<file path="config.mk">
export PLATFORM = sky130hd
export DESIGN_NAME = noc_output_arbiter
export DESIGN_NICKNAME = d
export VERILOG_FILES = /design/src/rtl/noc_output_arbiter.sv
export SDC_FILE = /design/constraint.sdc
export NUM_CORES = 1
export LEC_CHECK = 0
export CAP_MARGIN = 0
export CORE_AREA = 4 4 72 74
export CTS_CLUSTER_DIAMETER = 100
export DETAILED_ROUTE_END_ITERATION = 10
export DIE_AREA = 0 0 76 78
export DONT_BUFFER_PORTS = 1
export MAX_ROUTING_LAYER = met4
export PLACE_DENSITY_LB_ADDON = 0.15
export SYNTH_ARGS = -nofsm -noshare
export SYNTH_HDL_FRONTEND = slang
export SYNTH_SLANG_ARGS = --single-unit
</file>
<file path="constraint.sdc">
create_clock -name clk -period 3.7 [get_ports clk]
set_input_delay 0.185 -clock clk [delete_from_list [all_inputs] [get_ports clk]]
set_output_delay 0.185 -clock clk [all_outputs]
set_load 0.005 [all_outputs]
</file>
<file path="src/rtl/noc_output_arbiter.sv">
// noc_output_arbiter: round-robin wormhole output arbiter with credit flow control.
// Define NOC_ARB_OUT_REG_EN to register o_valid/o_flit (one cycle after o_pop).
module noc_output_arbiter #(
  parameter int N_PORTS = 4,
  parameter int FLIT_WIDTH = 34,
  parameter int CREDITS = 8,
  localparam int CW = $clog2(CREDITS + 1),
  localparam int PW = $clog2(N_PORTS)
) (
  input  logic                          clk,
  input  logic                          rst_n,
  input  logic                          i_clear,
  input  logic [N_PORTS-1:0]            i_req_valid,
  input  logic [N_PORTS*FLIT_WIDTH-1:0] i_req_flit,
  output logic [N_PORTS-1:0]            o_pop,
  output logic                          o_valid,
  output logic [FLIT_WIDTH-1:0]         o_flit,
  input  logic                          i_credit_return,
  output logic [CW-1:0]                 o_credit_count,
  output logic [N_PORTS-1:0]            o_grant,
  output logic                          o_proto_err
);
  typedef enum logic {IDLE, LOCKED} state_t;
  state_t state_q, state_d;
  logic [PW-1:0] owner_q, owner_d, rr_q, rr_d, sel;
  logic [CW-1:0] cred_q, cred_d;
  logic err_q, err_d, sel_vld, send;
  logic [PW:0] idx;
  logic [N_PORTS-1:0] head_v, elig;
  logic [FLIT_WIDTH-1:0] flits [N_PORTS];
  logic [FLIT_WIDTH-1:0] sel_flit;
  always_comb begin
    for (int i = 0; i < N_PORTS; i++) begin
      flits[i] = i_req_flit[i*FLIT_WIDTH +: FLIT_WIDTH];
      head_v[i] = flits[i][FLIT_WIDTH-1];
    end
  end
  assign elig = i_req_valid & head_v;
  // In IDLE pick the first eligible port at or after rr_q; in LOCKED only the owner competes.
  always_comb begin
    sel = owner_q;
    idx = '0;
    if (state_q == IDLE) begin
      sel = rr_q;
      for (int k = N_PORTS-1; k >= 0; k--) begin
        idx = {1'b0, rr_q} + (PW+1)'(k);
        if (idx >= (PW+1)'(N_PORTS)) idx = idx - (PW+1)'(N_PORTS);
        if (elig[idx[PW-1:0]]) sel = idx[PW-1:0];
      end
    end
  end
  assign sel_vld = (state_q == IDLE) ? elig[sel] : i_req_valid[sel];
  assign sel_flit = flits[sel];
  assign send = !i_clear && sel_vld && (cred_q != '0);
  assign o_pop = send ? ({{(N_PORTS-1){1'b0}}, 1'b1} << sel) : '0;
  assign o_grant = (state_q == LOCKED) ? ({{(N_PORTS-1){1'b0}}, 1'b1} << owner_q) : '0;
  assign o_credit_count = cred_q;
  assign o_proto_err = err_q;
  always_comb begin
    state_d = state_q;
    owner_d = owner_q;
    rr_d = rr_q;
    cred_d = cred_q;
    err_d = err_q;
    if (send) begin
      state_d = sel_flit[FLIT_WIDTH-2] ? IDLE : LOCKED;
      owner_d = sel;
      rr_d = (sel == PW'(N_PORTS-1)) ? '0 : sel + 1'b1;
    end
    if (state_q == IDLE && |(i_req_valid & ~head_v)) err_d = 1'b1;
    if (state_q == LOCKED && send && sel_flit[FLIT_WIDTH-1]) err_d = 1'b1;
    if (send && !i_credit_return) cred_d = cred_q - 1'b1;
    else if (!send && i_credit_return) begin
      if (cred_q == CW'(CREDITS)) err_d = 1'b1;
      else cred_d = cred_q + 1'b1;
    end
    if (i_clear) begin
      state_d = IDLE;
      owner_d = '0;
      rr_d = '0;
      cred_d = CW'(CREDITS);
      err_d = 1'b0;
    end
  end
  always_ff @(posedge clk or negedge rst_n) begin
    if (!rst_n) begin
      state_q <= IDLE;
      owner_q <= '0;
      rr_q <= '0;
      cred_q <= CW'(CREDITS);
      err_q <= 1'b0;
    end else begin
      state_q <= state_d;
      owner_q <= owner_d;
      rr_q <= rr_d;
      cred_q <= cred_d;
      err_q <= err_d;
    end
  end
`ifdef NOC_ARB_OUT_REG_EN
  logic valid_q;
  logic [FLIT_WIDTH-1:0] flit_q;
  always_ff @(posedge clk or negedge rst_n) begin
    if (!rst_n) begin
      valid_q <= 1'b0;
      flit_q <= '0;
    end else begin
      valid_q <= send;
      flit_q <= send ? sel_flit : '0;
    end
  end
  assign o_valid = valid_q;
  assign o_flit = flit_q;
`else
  assign o_valid = send;
  assign o_flit = send ? sel_flit : '0;
`endif
endmodule
</file>
=== Word level (Yosys, flattened, before mapping) ===
Cells that the tools add are included.

* Memory bits (writable): 0
* Memories: 0
* Output and inout port bits: 48
* Bits in read-only memories: 0
* Register bits after elaboration: 10
* Bits in latches: 0

* Bitwise operators: 5
* Order comparisons: 10
* Muxes and demuxes: 50
* Reductions and logical operators: 15
* Divide/modulo/power cells: 0
* Eq/ne operators: 3
* Shift-type cells: 2
* Multipliers: 0
* Add/sub/neg operators: 10

{| class="wikitable"
|+ Operators with widths
! operator !! number
|-
| 34-bit two-way mux || 3
|-
| 34-bit binary-select mux with 2-bit select || 1
|-
| 2-bit two-way mux || 18
|-
| 4-bit two-way mux || 6
|-
| 1-bit two-way mux || 16
|-
| 2-bit by 3-bit less-than comparator with 1-bit output, second input constant || 5
|-
| 1-bit binary-select mux with 2-bit select || 6
|-
| 3-bit greater-or-equal comparator, second input constant || 4
|-
| 4-bit bitwise AND || 2
|-
| 1-bit by 2-bit << shifter with 4-bit output, first input constant || 2
|-
| 2-bit by 1-bit subtractor with 2-bit output, second input constant || 4
|-
| 1-bit logical AND || 7
|-
| 2-bit by 2-bit adder with 3-bit output, second input constant || 2
|-
| 4-bit by 1-bit adder with 4-bit output, second input constant || 1
|-
| 4-bit equality test, second input constant || 1
|-
| 4-bit inverter || 1
|-
| 4-bit nonzero test || 1
|-
| 4-bit OR reduction || 1
|-
| 4-bit by 1-bit subtractor with 4-bit output, second input constant || 1
|-
| 2-bit by 1-bit adder with 3-bit output, second input constant || 1
|-
| 2-bit by 3-bit greater-or-equal comparator with 1-bit output, second input constant || 1
|-
| 1-bit zero test || 3
|-
| 3-bit inequality test, second input constant || 1
|-
| 2-bit inverter with 3-bit output || 1
|-
| 6 further kinds || 6
|}

=== Depth between registers and ports, before layout ===
Gate-level depths: netlist (run 1).

* Depth in word-level cells: 23
* Depth in mapped cells: 14
* Mapped depth without buffers: 12

=== Worst setup path after synthesis (run 1) ===
OpenSTA, ideal clock, no wires.

* Path kind: flip-flop to flip-flop
* Start: reg rr_q[1]
* End: reg cred_q[3], in the netlist o_credit_count[3]
* Stages on the path, launching flop included: 14
* Period minus slack after synthesis: 2,730 ps
* Data arrival time: 2,656 ps
* Buffers on the path: 2
* Required time: 3,627 ps
* Slack: 970 ps
* Cell sequence: dfrtp_1 -> buf_6 -> nand3b_1 -> a21oi_1 -> a211o_1 -> and4_4 -> buf_6 -> a311o_1 -> nor3_2 -> ha_1 -> a31oi_1 -> a211oi_1 -> o21a_1 -> o21bai_1

* Longest elaborated chain between the ends: 20
* Elaborated cells between the ends (all ways): 47
* Classes of those cells: add/sub: 7; order compare: 4; eq/ne: 1; mux: 28; reduce/logical: 7

{| class="wikitable"
|+ RTL lines
! item !! RTL line !! source
|-
| start, declared || 25 || <nowiki>logic [PW-1:0] owner_q, owner_d, rr_q, rr_d, sel;</nowiki>
|-
| start signal, assigned || 95 || <nowiki>rr_q <= rr_d;</nowiki>
|-
| 2-bit by 2-bit adder with 3-bit output || 46 || <nowiki>idx = {1'b0, rr_q} + (PW+1)'(k);</nowiki>
|-
| 3-bit greater-or-equal comparator or 2-bit by 1-bit subtractor with 2-bit output (tied branches) || 47 || <nowiki>if (idx >= (PW+1)'(N_PORTS)) idx = idx - (PW+1)'(N_PORTS);</nowiki>
|-
| 2-bit two-way mux || 47 ||
|-
| 2-bit two-way mux || 43 || <nowiki>if (state_q == IDLE) begin</nowiki>
|-
| 1-bit binary-select mux with 2-bit select || 48 || <nowiki>if (elig[idx[PW-1:0]]) sel = idx[PW-1:0];</nowiki>
|-
| 1-bit two-way mux (implied by the code) || 48 ||
|-
| 2-bit two-way mux (3 in a row) || 48 ||
|-
| 2-bit two-way mux (*) || 48 ||
|-
| 2-bit two-way mux (*) || 43 ||
|-
| 1-bit binary-select mux with 2-bit select || 52 || <nowiki>assign sel_vld = (state_q == IDLE) ? elig[sel] : i_req_valid[sel];</nowiki>
|-
| 1-bit two-way mux (implied by the code) || 52 ||
|-
| 1-bit two-way mux (*) || 52 ||
|-
| 1-bit logical AND (*) (2 in a row) || 54 || <nowiki>assign send = !i_clear && sel_vld && (cred_q != '0);</nowiki>
|-
| 1-bit zero test || 73 || <nowiki>else if (!send && i_credit_return) begin</nowiki>
|-
| 1-bit logical AND || 73 ||
|-
| 3-bit nonzero test (no line) || -- ||
|-
| 2-bit AND reduction (no line) || -- ||
|-
| end signal, assigned || 90 || <nowiki>cred_q <= CW'(CREDITS);</nowiki>
|-
| end signal, assigned || 96 || <nowiki>cred_q <= cred_d;</nowiki>
|-
| end, declared || 26 || <nowiki>logic [CW-1:0] cred_q, cred_d;</nowiki>
|}

Mark *: on every way between the ends. The rest lies on a longest branch, timed or not. The select of a mux whose other input is x is not followed.
A chain may end at the register's enable or synchronous reset.

=== Worst setup path after layout (run 1) ===
* Start: reg rr_q[1]
* End: out o_flit[29]

* Longest elaborated chain between the ends: 17
* Elaborated cells between the ends (all ways): 44
* Classes of those cells: add/sub: 7; order compare: 4; mux: 30; bitwise: 1; reduce/logical: 2

{| class="wikitable"
|+ RTL lines
! item !! RTL line !! source
|-
| 2-bit by 2-bit adder with 3-bit output || 46 ||
|-
| 3-bit greater-or-equal comparator or 2-bit by 1-bit subtractor with 2-bit output (tied branches) || 47 ||
|-
| 2-bit two-way mux || 47 ||
|-
| 2-bit two-way mux || 43 ||
|-
| 1-bit binary-select mux with 2-bit select || 48 ||
|-
| 1-bit two-way mux (implied by the code) || 48 ||
|-
| 2-bit two-way mux (3 in a row) || 48 ||
|-
| 2-bit two-way mux (*) || 48 ||
|-
| 2-bit two-way mux (*) || 43 ||
|-
| 1-bit binary-select mux with 2-bit select || 52 ||
|-
| 1-bit two-way mux (implied by the code) || 52 ||
|-
| 1-bit two-way mux || 52 ||
|-
| 1-bit logical AND (2 in a row) || 54 ||
|-
| 34-bit two-way mux (*) || 116 || <nowiki>assign o_flit = send ? sel_flit : '0;</nowiki>
|-
| end, declared || 17 || <nowiki>output logic [FLIT_WIDTH-1:0] o_flit,</nowiki>
|}

Marks and branches as above.

==> results.yml, run 1 <==
die:
  pin_count: 192
  fp-row-count: 25
  coreArea_um2: 4600
  dieArea_um2: 5930
  die_w_um: 76
  initial_utilization: 0.462
  die_h_um: 78
cells_and_area:
  finalNonFillerCells: 251
  drive_gt1_frac: 0.284
  area_growth_pct: 1.77
  final_cell_mix: "33 x and2_1, 33 x mux4_2, 11 x nand2_1"
  num-fill-cells: 432
  multi_input_area_um2: 1720
  seqCellArea_um2: 251
  antenna_cells: 0
  layout.nets: 346
route:
  wl_met3_um: 468
  topRoutingLayerUsed: "met4"
  drt_first_pass_iters: 4
  drc: 0
  dr.first_iter.drc_count: 128
  viasPerCell: 7.23
  met1_length_um: 2930
  wirelength_um: 7300
  wl_per_cell_um: 29.1
  vias: 1815
  drtAntennaViolNets: 0
  met2_length_um: 3810
worst_setup_path:
  crit_start: "rr_q[1]"
  cp_max_fo: 36
  r2r_start: "rr_q[1]"
  crit_type: "reg2out"
  critPathArrivalTime_ns: 2.91
  cp-end-kind: "primary output"
  cp.required_ns: 3.51
  worstSetupStartpointType: "flop"
grt:
  antenna_found_initial: 0
  grt_pass1_wl_um: 11200
  grt_overflow: 0
  grt_pass1_vias: 1889
  grt_max_degree: 37
  grt_use_total: 0.244
sta:
  rsz0062_at_grt: "no"
  finalSetupViolCount: 0
  max_freq_mhz: 323
  worstMarginPinSlew_ns: 0.617
  period_share: 0.837
  fin_ws_ns: 0.602
  drv_slew: 0
  setup_tns_ns: 0
  slew_headroom: 0.585
  clock-skew-final_ns: 0.00257
  hold_viol: 0
  period_needed_ns: 3.10
outcome:
  status: "complete, no violations"
worst_hold_path:
  min_from: "i_clear"
  hold_class: "in2reg"
yosys:
  synthArstFlopShare: 1.00
  ys.flop_type: "dfrtp_1"
  ys.warnings.count: 0
  avgSynthCellArea_um2: 10.3
  syn_nets: 354
  syn_inst: 206
  ys_seq_area_frac: 0.118
  synth_seq_cells: 10
  synth_edf_count: 0
  syn_area_um2: 2130
  ys_types: 59
clocking:
  cts_root_buffer: "clkbuf_8"
  cts_setup_buffers: 0
  clkLatencyLatePin_ns: 0.23
  cts_sinks: 10
  cts_resized: 0
  numCtsBuffers: 3
  cts_htree_levels: 1
  clkSlewWorstSetupHoldPaths_ns: 0.05
  postCtsHoldBufs: 1
  cts_buffer_depth: 2
  tritoncts: "built"
placed_design:
  place_congestion: 0.931
  detailed_place_hpwl_um: 6330
  port-buffer-count: 0
  numPlacedInstances: 246
  dp_slack_ns: 0.789
pwr:
  comb_power_share: 0.762
  power.density_nw_per_um2: 731
  power_w: 0.00158
  p_clk_frac: 0.089
  pwr-share-seq: 0.149
  p_leak_nw: 0.818
  vdd_ir_drop_max_mv: 0.253
  switching_share: 0.463
  power.switching_w: 0.000732
  internal_power_w: 0.000850
flow_run:
  drv_cap: 0
==> kinds of logic (layout without fill, tap and decap cells) <==
logic type,after synthesis,after routing,share of synthesized area
flops,10,10,0.118
buf+inv,26,17,0.0706
fa+ha+maj,4,4,0.0235
simple gates,84,84,0.242
mux,38,38,0.381
xor+xnor,1,1,0.00412
compound gates,43,43,0.160
==> path summary, 6_finish.rpt <==
| kind | to | slack, ns | depth (start not counted) |
|---|---|---|---|
| min in group asynchronous | state_q | 0.35 | 1 |
| worst min-delay path | state_q | 0.002 | 1 |
| worst max register to register | o_credit_count[3] | 0.74 | 11 |
| max in group asynchronous | o_credit_count[3] | 3.00 | 1 |
| worst max-delay path | o_flit[29] | 0.60 | 7 |
| worst min register to register | o_proto_err | 0.67 | 2 |
==> synthesized netlist by cell type (2+ instances only) <==
library cell,number,area [µm²]
inv_2,2,7.51
clkbuf_1,4,15.0
ha_1,4,50.1
a22oi_1,2,15.0
buf_6,4,45.0
o31ai_1,2,15.0
a21oi_1,3,15.0
inv_1,7,26.3
and3_1,6,37.5
and2_2,2,15.0
buf_4,4,30.0
or3_1,2,12.5
and2_1,33,206
nand2_1,11,41.3
nor3_1,8,40.0
mux4_2,33,743
nor2_1,4,15.0
a21o_1,2,15.0
o21ai_1,3,15.0
o21ai_0,9,45.0
mux2i_1,3,30.0
o21a_1,2,15.0
a31oi_1,5,31.3
dfrtp_1,9,225
a21oi_2,2,17.5
nand3b_1,3,22.5
buf_2,4,20.0
o21bai_1,2,15.0
==> metal layers <==
layer | GRT usage | vias to the layer above
met1 | 0.328 | 903
met5 | - | -
met3 | 0.0452 | 6
met4 | 0.0374 | 0
li1 | - | 796
met2 | 0.392 | 110
==> power groups by stage <==
stage	Combinational [W]	Clock [W]	Sequential [W]
final	0.00121	0.000140	0.000236
after global routing	0.00132	0.000149	0.000247
after CTS	0.00122	0.000140	0.000236
after detailed placement	0.00121	0	0.000237
after global placement	0.00119	0	0.000233
after floorplan	0.00112	0	0.000197
==> final cells by class <==
class                      count  area share
clock buffer                   4      0.0254
timing repair buffer           3      0.0116
multi-input combinational    170       0.797
inverter                      10      0.0185
sequential                    10       0.116
tap                           54      0.0312
==> critical path: stages, from the launching register on <==
cell	delay, ns
dfrtp_1	0.46
and4bb_1	0.32
a31oi_1	0.06
and3_1	0.22
a22o_1	0.33
inv_4	0.49
mux4_2	0.60
and2_1	0.19
==> flip-flops by register name, summed over array words and instances, names as in the netlist <==
name / count
o_credit_count: 4
owner_q: 2
rr_q: 2
o_proto_err: 1
state_q: 1
==> stage by stage <==
| step | util | cell area [µm²] | hold slack [ns] |
|---|---|---|---|
| global placement | 0.456 | 2100 | -0.110 |
| CTS | 0.470 | 2160 | 0.00332 |
| detailed placement | 0.456 | 2100 | -0.110 |
| global route | 0.470 | 2160 | 0.00244 |
| floorplan | - | 2130 | -0.111 |
| finish | 0.470 | 2160 | 0.00234 |
No activity file was read; power rests on OpenSTA's default activity.
==> run 2: changes to the inputs <==
==> constraint.sdc (replaced) <==
create_clock -name clk -period 3.1 [get_ports clk]
set_input_delay 0.155 -clock clk [delete_from_list [all_inputs] [get_ports clk]]
set_output_delay 0.155 -clock clk [all_outputs]
set_load 0.005 [all_outputs]
==> run 2 against run 1 <==
  * Clock-buffer cell count did not move
  * Combinational power rose by 26%
  * Worst setup slack got worse by 0.43 ns
  * Critical path depth rose by 1
  * Global-route usage rose by 1.3 points
  * Largest power group unchanged
==> results.yml, run 2 (same netlist as run 1, synthesis figures left out) <==
worst_setup_path:
  rrSetupSlack_ns: 0.18
  crit_start: "rr_q[1]"
  cp.required_ns: 2.94
  critPathArrivalTime_ns: 2.77
  crit_path_cell_trace: "and4bb_1 -> a31oi_1 -> and3_1 -> a22o_1 -> inv_4 -> buf_12 -> mux4_2 -> and2_1"
  worst_path_max_delay_cell: "mux4_2"
  cp_max_fo: 17
  cp-end-kind: "primary output"
  crit_end: "o_flit[29]"
  r2r_start: "rr_q[1]"
  crit_type: "reg2out"
  worstSetupStartpointType: "flop"
  max_stage_delay_ns: 0.53
  reg2reg_depth: 11
  r2r_end: "o_credit_count[3]"
clocking:
  cts_root_buffer: "clkbuf_8"
  tritoncts: "built"
  cts_htree_levels: 1
  clkSlewWorstSetupHoldPaths_ns: 0.06
  cts_buffer_depth: 2
  cts_sinks: 10
  cts_setup_buffers: 0
  numCtsBuffers: 3
  clkLatencyLatePin_ns: 0.24
cells_and_area:
  multi_input_area_um2: 1730
  largest_register_ffs: 4
  seqCellArea_um2: 251
  final_cell_mix: "33 x and2_1, 33 x mux4_2, 11 x nand2_1"
  num-fill-cells: 412
  drive_gt1_frac: 0.297
  layout.nets: 351
  area_growth_pct: 4.53
  antenna_cells: 0
placed_design:
  place_congestion: 0.959
  dp_slack_ns: 0.156
  port-buffer-count: 0
  detailed_place_hpwl_um: 6520
route:
  wl_per_cell_um: 29.8
  dr.first_iter.drc_count: 153
  viasPerCell: 7.41
  vias: 1896
  drtAntennaViolNets: 0
  drc: 0
  wirelength_um: 7640
  drt_first_pass_iters: 5
sta:
  fin_ws_ns: 0.171
  worstMarginPinSlew_ns: 0.718
  slew_headroom: 0.517
  hold_viol: 0
  whs_ns: 0.0302
  finalSetupViolCount: 0
  period_share: 0.945
  clock-skew-final_ns: 0.00214
  max_freq_mhz: 341
  period_needed_ns: 2.93
  drv_slew: 0
grt:
  grt_overflow: 0
  grt_max_degree: 37
  grt_pass1_vias: 1968
  grt_pass1_wl_um: 11700
  antenna_found_initial: 0
  grt_use_total: 0.257
worst_hold_path:
  hold_class: "in2reg"
die:
  dieArea_um2: 5930
  pin_count: 192
  die_h_um: 78
  initial_utilization: 0.462
  die_w_um: 76
  fp-row-count: 25
  coreArea_um2: 4600
pwr:
  power.density_nw_per_um2: 893
  power_w: 0.00198
  p_leak_nw: 0.849
  vdd_ir_drop_max_mv: 0.331
outcome:
  status: "complete, no violations"
flow_run:
  drv_cap: 0
## run 2: changes by cell type in the layout (fill, tap and decap cells not counted)
cell | before | now
buf_4 | 2 | 5
buf_12 | 0 | 1
dlygate4sd3_1 | 1 | 2
nor3_2 | 1 | 0
nor3_4 | 0 | 1
## run 2: worst min-delay path by stage
stage / from / end / slack, ns / cells after the start
2_1_floorplan: rst_n / o_credit_count[0] / -0.14 / 0
3_3_place_gp: rst_n / o_credit_count[0] / -0.14 / 0
3_5_place_dp: rst_n / o_credit_count[0] / -0.14 / 0
4_1_cts: i_clear / o_credit_count[3] / 0.03 / 1
5_1_grt: i_clear / o_credit_count[3] / 0.03 / 1
6_report: i_clear / o_credit_count[3] / 0.03 / 1
## run 2: layer usage
metal  track usage  vias to the layer above  part of all wire
li1              -                      806                 -
met1         0.314                      939              0.36
met2         0.444                      143              0.55
met3        0.0499                        8             0.083
met4        0.0480                        0            0.0093
met5             -                        -                 0
## run 2: repair_timing
action | CTS | global route
hold endpoints to repair | 14 | 0
hold buffers | 2 | 0
resized for setup | 0 | 1
endpoints found under the setup margin | 0 | 1
## run 2: where the power goes
part | switching (W) | internal, W
logic | 0.000748 | 0.000781
registers | 0.000104 | 0.000177
clock network | 0.0000608 | 0.000112
total | 0.000913 | 0.00107
## run 2: metrics by stage
step | util | instance area, µm² | std cells | TNS [ns]
global placement | 0.466 | 2140 | 250 | 0
finish | 0.483 | 2220 | 256 | 0
global route | 0.483 | 2220 | 256 | -0.0159
CTS | 0.482 | 2220 | 256 | 0
floorplan | - | 2130 | 206 | 0
detailed placement | 0.466 | 2140 | 250 | 0
## run 2: layout make-up
class	instances	area share
multi-input combinational	170	0.779
timing repair buffer	8	0.0349
clock buffer	4	0.0248
inverter	10	0.0180
sequential	10	0.113
tap	54	0.0304
## run 2: worst max-delay path, delay by kind of cell (launching register included)
| kind | cells | cell delay, ns |
|---|---|---|
| mux | 1 | 0.53 |
| buf+inv | 2 | 0.42 |
| compound gates | 2 | 0.32 |
| simple gates | 3 | 0.76 |
| flops | 1 | 0.47 |
==> run 3: changes to the inputs <==
--- a/config.mk
+++ b/config.mk
@@ -6,10 +6,10 @@
 export NUM_CORES = 1
 export LEC_CHECK = 0
 export CAP_MARGIN = 0
-export CORE_AREA = 4 4 72 74
+export CORE_AREA = 4 4 73 75
 export CTS_CLUSTER_DIAMETER = 100
 export DETAILED_ROUTE_END_ITERATION = 10
-export DIE_AREA = 0 0 76 78
+export DIE_AREA = 0 0 77 79
 export DONT_BUFFER_PORTS = 1
 export MAX_ROUTING_LAYER = met4
 export PLACE_DENSITY_LB_ADDON = 0.15
==> constraint.sdc (replaced) <==
create_clock -name clk -period 2.4 [get_ports clk]
set_input_delay 0.12 -clock clk [delete_from_list [all_inputs] [get_ports clk]]
set_output_delay 0.12 -clock clk [all_outputs]
set_load 0.005 [all_outputs]
==> run 3 against run 2 <==
  * The run now ends with setup timing left
  * Routed wire length increased by 17%
  * Hold slack worse by 0.022 ns
  * Via count rose by 15%
  * First-iteration DRC count up 2.0%
  * Largest cell class unchanged
  * Flip-flop and latch count is the same
  * Critical path depth rose by 4
  * Clock power up 31%
==> results.yml, run 3 (same netlist as run 1, synthesis figures left out) <==
worst_setup_path:
  worst_path_max_delay_cell: "dfrtp_2"
  critPathArrivalTime_ns: 2.96
  worstSetupStartpointType: "flop"
  max_stage_delay_ns: 0.43
  crit_path_cell_trace: "and4bb_1 -> buf_6 -> nor2_4 -> and4_4 -> a311o_1 -> nor3_4 -> buf_6 -> xor2_2 -> ha_2 -> nor2_2 -> mux2_4 -> o21ai_2"
  crit_type: "reg2reg"
  cp_common_cell: "buf_6"
  cp_max_fo: 6
  cp-end-kind: "flop"
  cp.required_ns: 2.57
grt:
  grt_overflow: 0
  grt_use_total: 0.287
  grt_pass1_vias: 2310
  grt_pass1_wl_um: 13100
  grt_max_degree: 19
  antenna_found_initial: 0
pwr:
  internal_power_w: 0.00215
  switching_share: 0.430
  p_clk_frac: 0.060
  p_leak_nw: 1.18
  vdd_ir_drop_max_mv: 0.531
  power.switching_w: 0.00162
  comb_power_share: 0.858
  power.density_nw_per_um2: 1280
  pwr-share-seq: 0.083
  power_w: 0.00378
clocking:
  tritoncts: "built"
  cts_sinks: 10
  numCtsBuffers: 3
  cts_root_buffer: "clkbuf_8"
  clkLatencyLatePin_ns: 0.24
  clkSlewWorstSetupHoldPaths_ns: 0.06
  cts_buffer_depth: 2
  cts_htree_levels: 1
die:
  die_w_um: 77
  initial_utilization: 0.456
  pin_count: 192
  die_h_um: 79
  fp-row-count: 25
  dieArea_um2: 6080
  coreArea_um2: 4660
sta:
  worstMarginPinSlew_ns: 0.769
  fin_ws_ns: -0.384
  clock-skew-final_ns: 0.00221
  slew_headroom: 0.482
  hold_viol: 0
  period_needed_ns: 2.78
  finalSetupViolCount: 47
  drv_slew: 0
  rsz0062_at_grt: "yes"
  max_freq_mhz: 359
  period_share: 1.16
  whs_ns: 0.00820
route:
  vias: 2182
  dr.first_iter.drc_count: 156
  viasPerCell: 7.25
  wirelength_um: 8910
  drc: 0
  drtAntennaViolNets: 0
  drt_first_pass_iters: 4
  wl_per_cell_um: 29.6
cells_and_area:
  largest_register_ffs: 4
  drive_gt1_frac: 0.623
  final_common_cell: "mux4_2"
  final_cell_mix: "33 x mux4_2, 28 x buf_4, 24 x and2_4"
  num-fill-cells: 363
  area_growth_pct: 38.7
  antenna_cells: 0
  final_core_util: 0.632
  layout.nets: 396
placed_design:
  place_congestion: 1.02
  detailed_place_hpwl_um: 6600
  port-buffer-count: 0
outcome:
  violations: "setup timing"
  status: "complete, but fails checks"
flow_run:
  drv_cap: 0
worst_hold_path:
  hold_class: "in2reg"
==> run 3: cell count changes in the layout (fill, tap and decap cells not counted), sizes merged <==
| cell | delta |
|---|---|
| buf | +43 |
| inv | +2 |
==> run 3: layout make-up <==
class / instances / area (µm²) / area share
Timing Repair inverter: 2 / 27.5 / 0.00934
Inverter: 10 / 63.8 / 0.0216
Clock buffer: 4 / 55.1 / 0.0187
Multi-Input combinational cell: 170 / 1960 / 0.663
Timing Repair Buffer: 51 / 526 / 0.178
Sequential cell: 10 / 253 / 0.0857
Tap cell: 54 / 67.6 / 0.0229
==> run 3: path summary, 6_finish.rpt <==
path | start | end | slack [ns] | cells past startpoint
worst max-delay path | rr_q[1] | o_credit_count[2] | -0.38 | 12
worst min-delay path | i_clear | o_credit_count[3] | 0.008 | 1
worst max register to register | rr_q[1] | o_credit_count[2] | -0.38 | 12
worst min register to register | o_credit_count[3] | o_proto_err | 0.67 | 2
max in group asynchronous | rst_n | rr_q[1] | 1.74 | 1
min in group asynchronous | rst_n | state_q | 0.29 | 1
==> run 3: power by group through the flow <==
stage / combinational, W / sequential (W) / clock, W
floorplan: 0.00178 / 0.000305 / 0
global placement: 0.00218 / 0.000309 / 0
detailed placement: 0.00224 / 0.000310 / 0
CTS: 0.00307 / 0.000303 / 0.000221
global route: 0.00345 / 0.000318 / 0.000241
finish: 0.00324 / 0.000312 / 0.000226
==> run 3: what timing repair did <==
item	CTS	global route
pin swaps	12	13
hold buffers	2	0
gates cloned	5	0
buffers inserted	15	6
resized for setup	62	25
endpoints found under the setup margin	49	49
endpoints found under the hold margin	14	0
==> run 3: critical path, delay by kind of cell (launching register included) <==
| kind | cells | cell delay (ns) |
|---|---|---|
| muxes | 1 | 0.25 |
| and+or+nand+nor | 5 | 0.90 |
| buffers and inverters | 2 | 0.26 |
| AOI/OAI and AO/OA | 2 | 0.53 |
| DFF | 1 | 0.43 |
| adders and majority gates | 1 | 0.20 |
| xor gates and xnor gates | 1 | 0.14 |
==> run 3: layer usage <==
metal  global-route usage  part of all wire  vias to the layer above
li1                     -                 -                      896
met3               0.0522             0.075                       24
met1                0.361              0.38                     1102
met5                    -                 0                        -
met2                0.487              0.52                      160
met4               0.0676             0.021                        0
==> run 3: stage by stage <==
step / instance area, µm² / instances / setup WS, ns / TNS (ns)
final: 2950 / 301 / -0.384 / -13.27
after CTS: 2820 / 296 / -0.245 / -9.57
after detailed placement: 2330 / 271 / -0.257 / -6.75
after global placement: 2330 / 271 / -0.152 / -3.64
after floorplan: 2160 / 206 / -0.250 / -0.488
after global routing: 2950 / 301 / -0.492 / -19.38
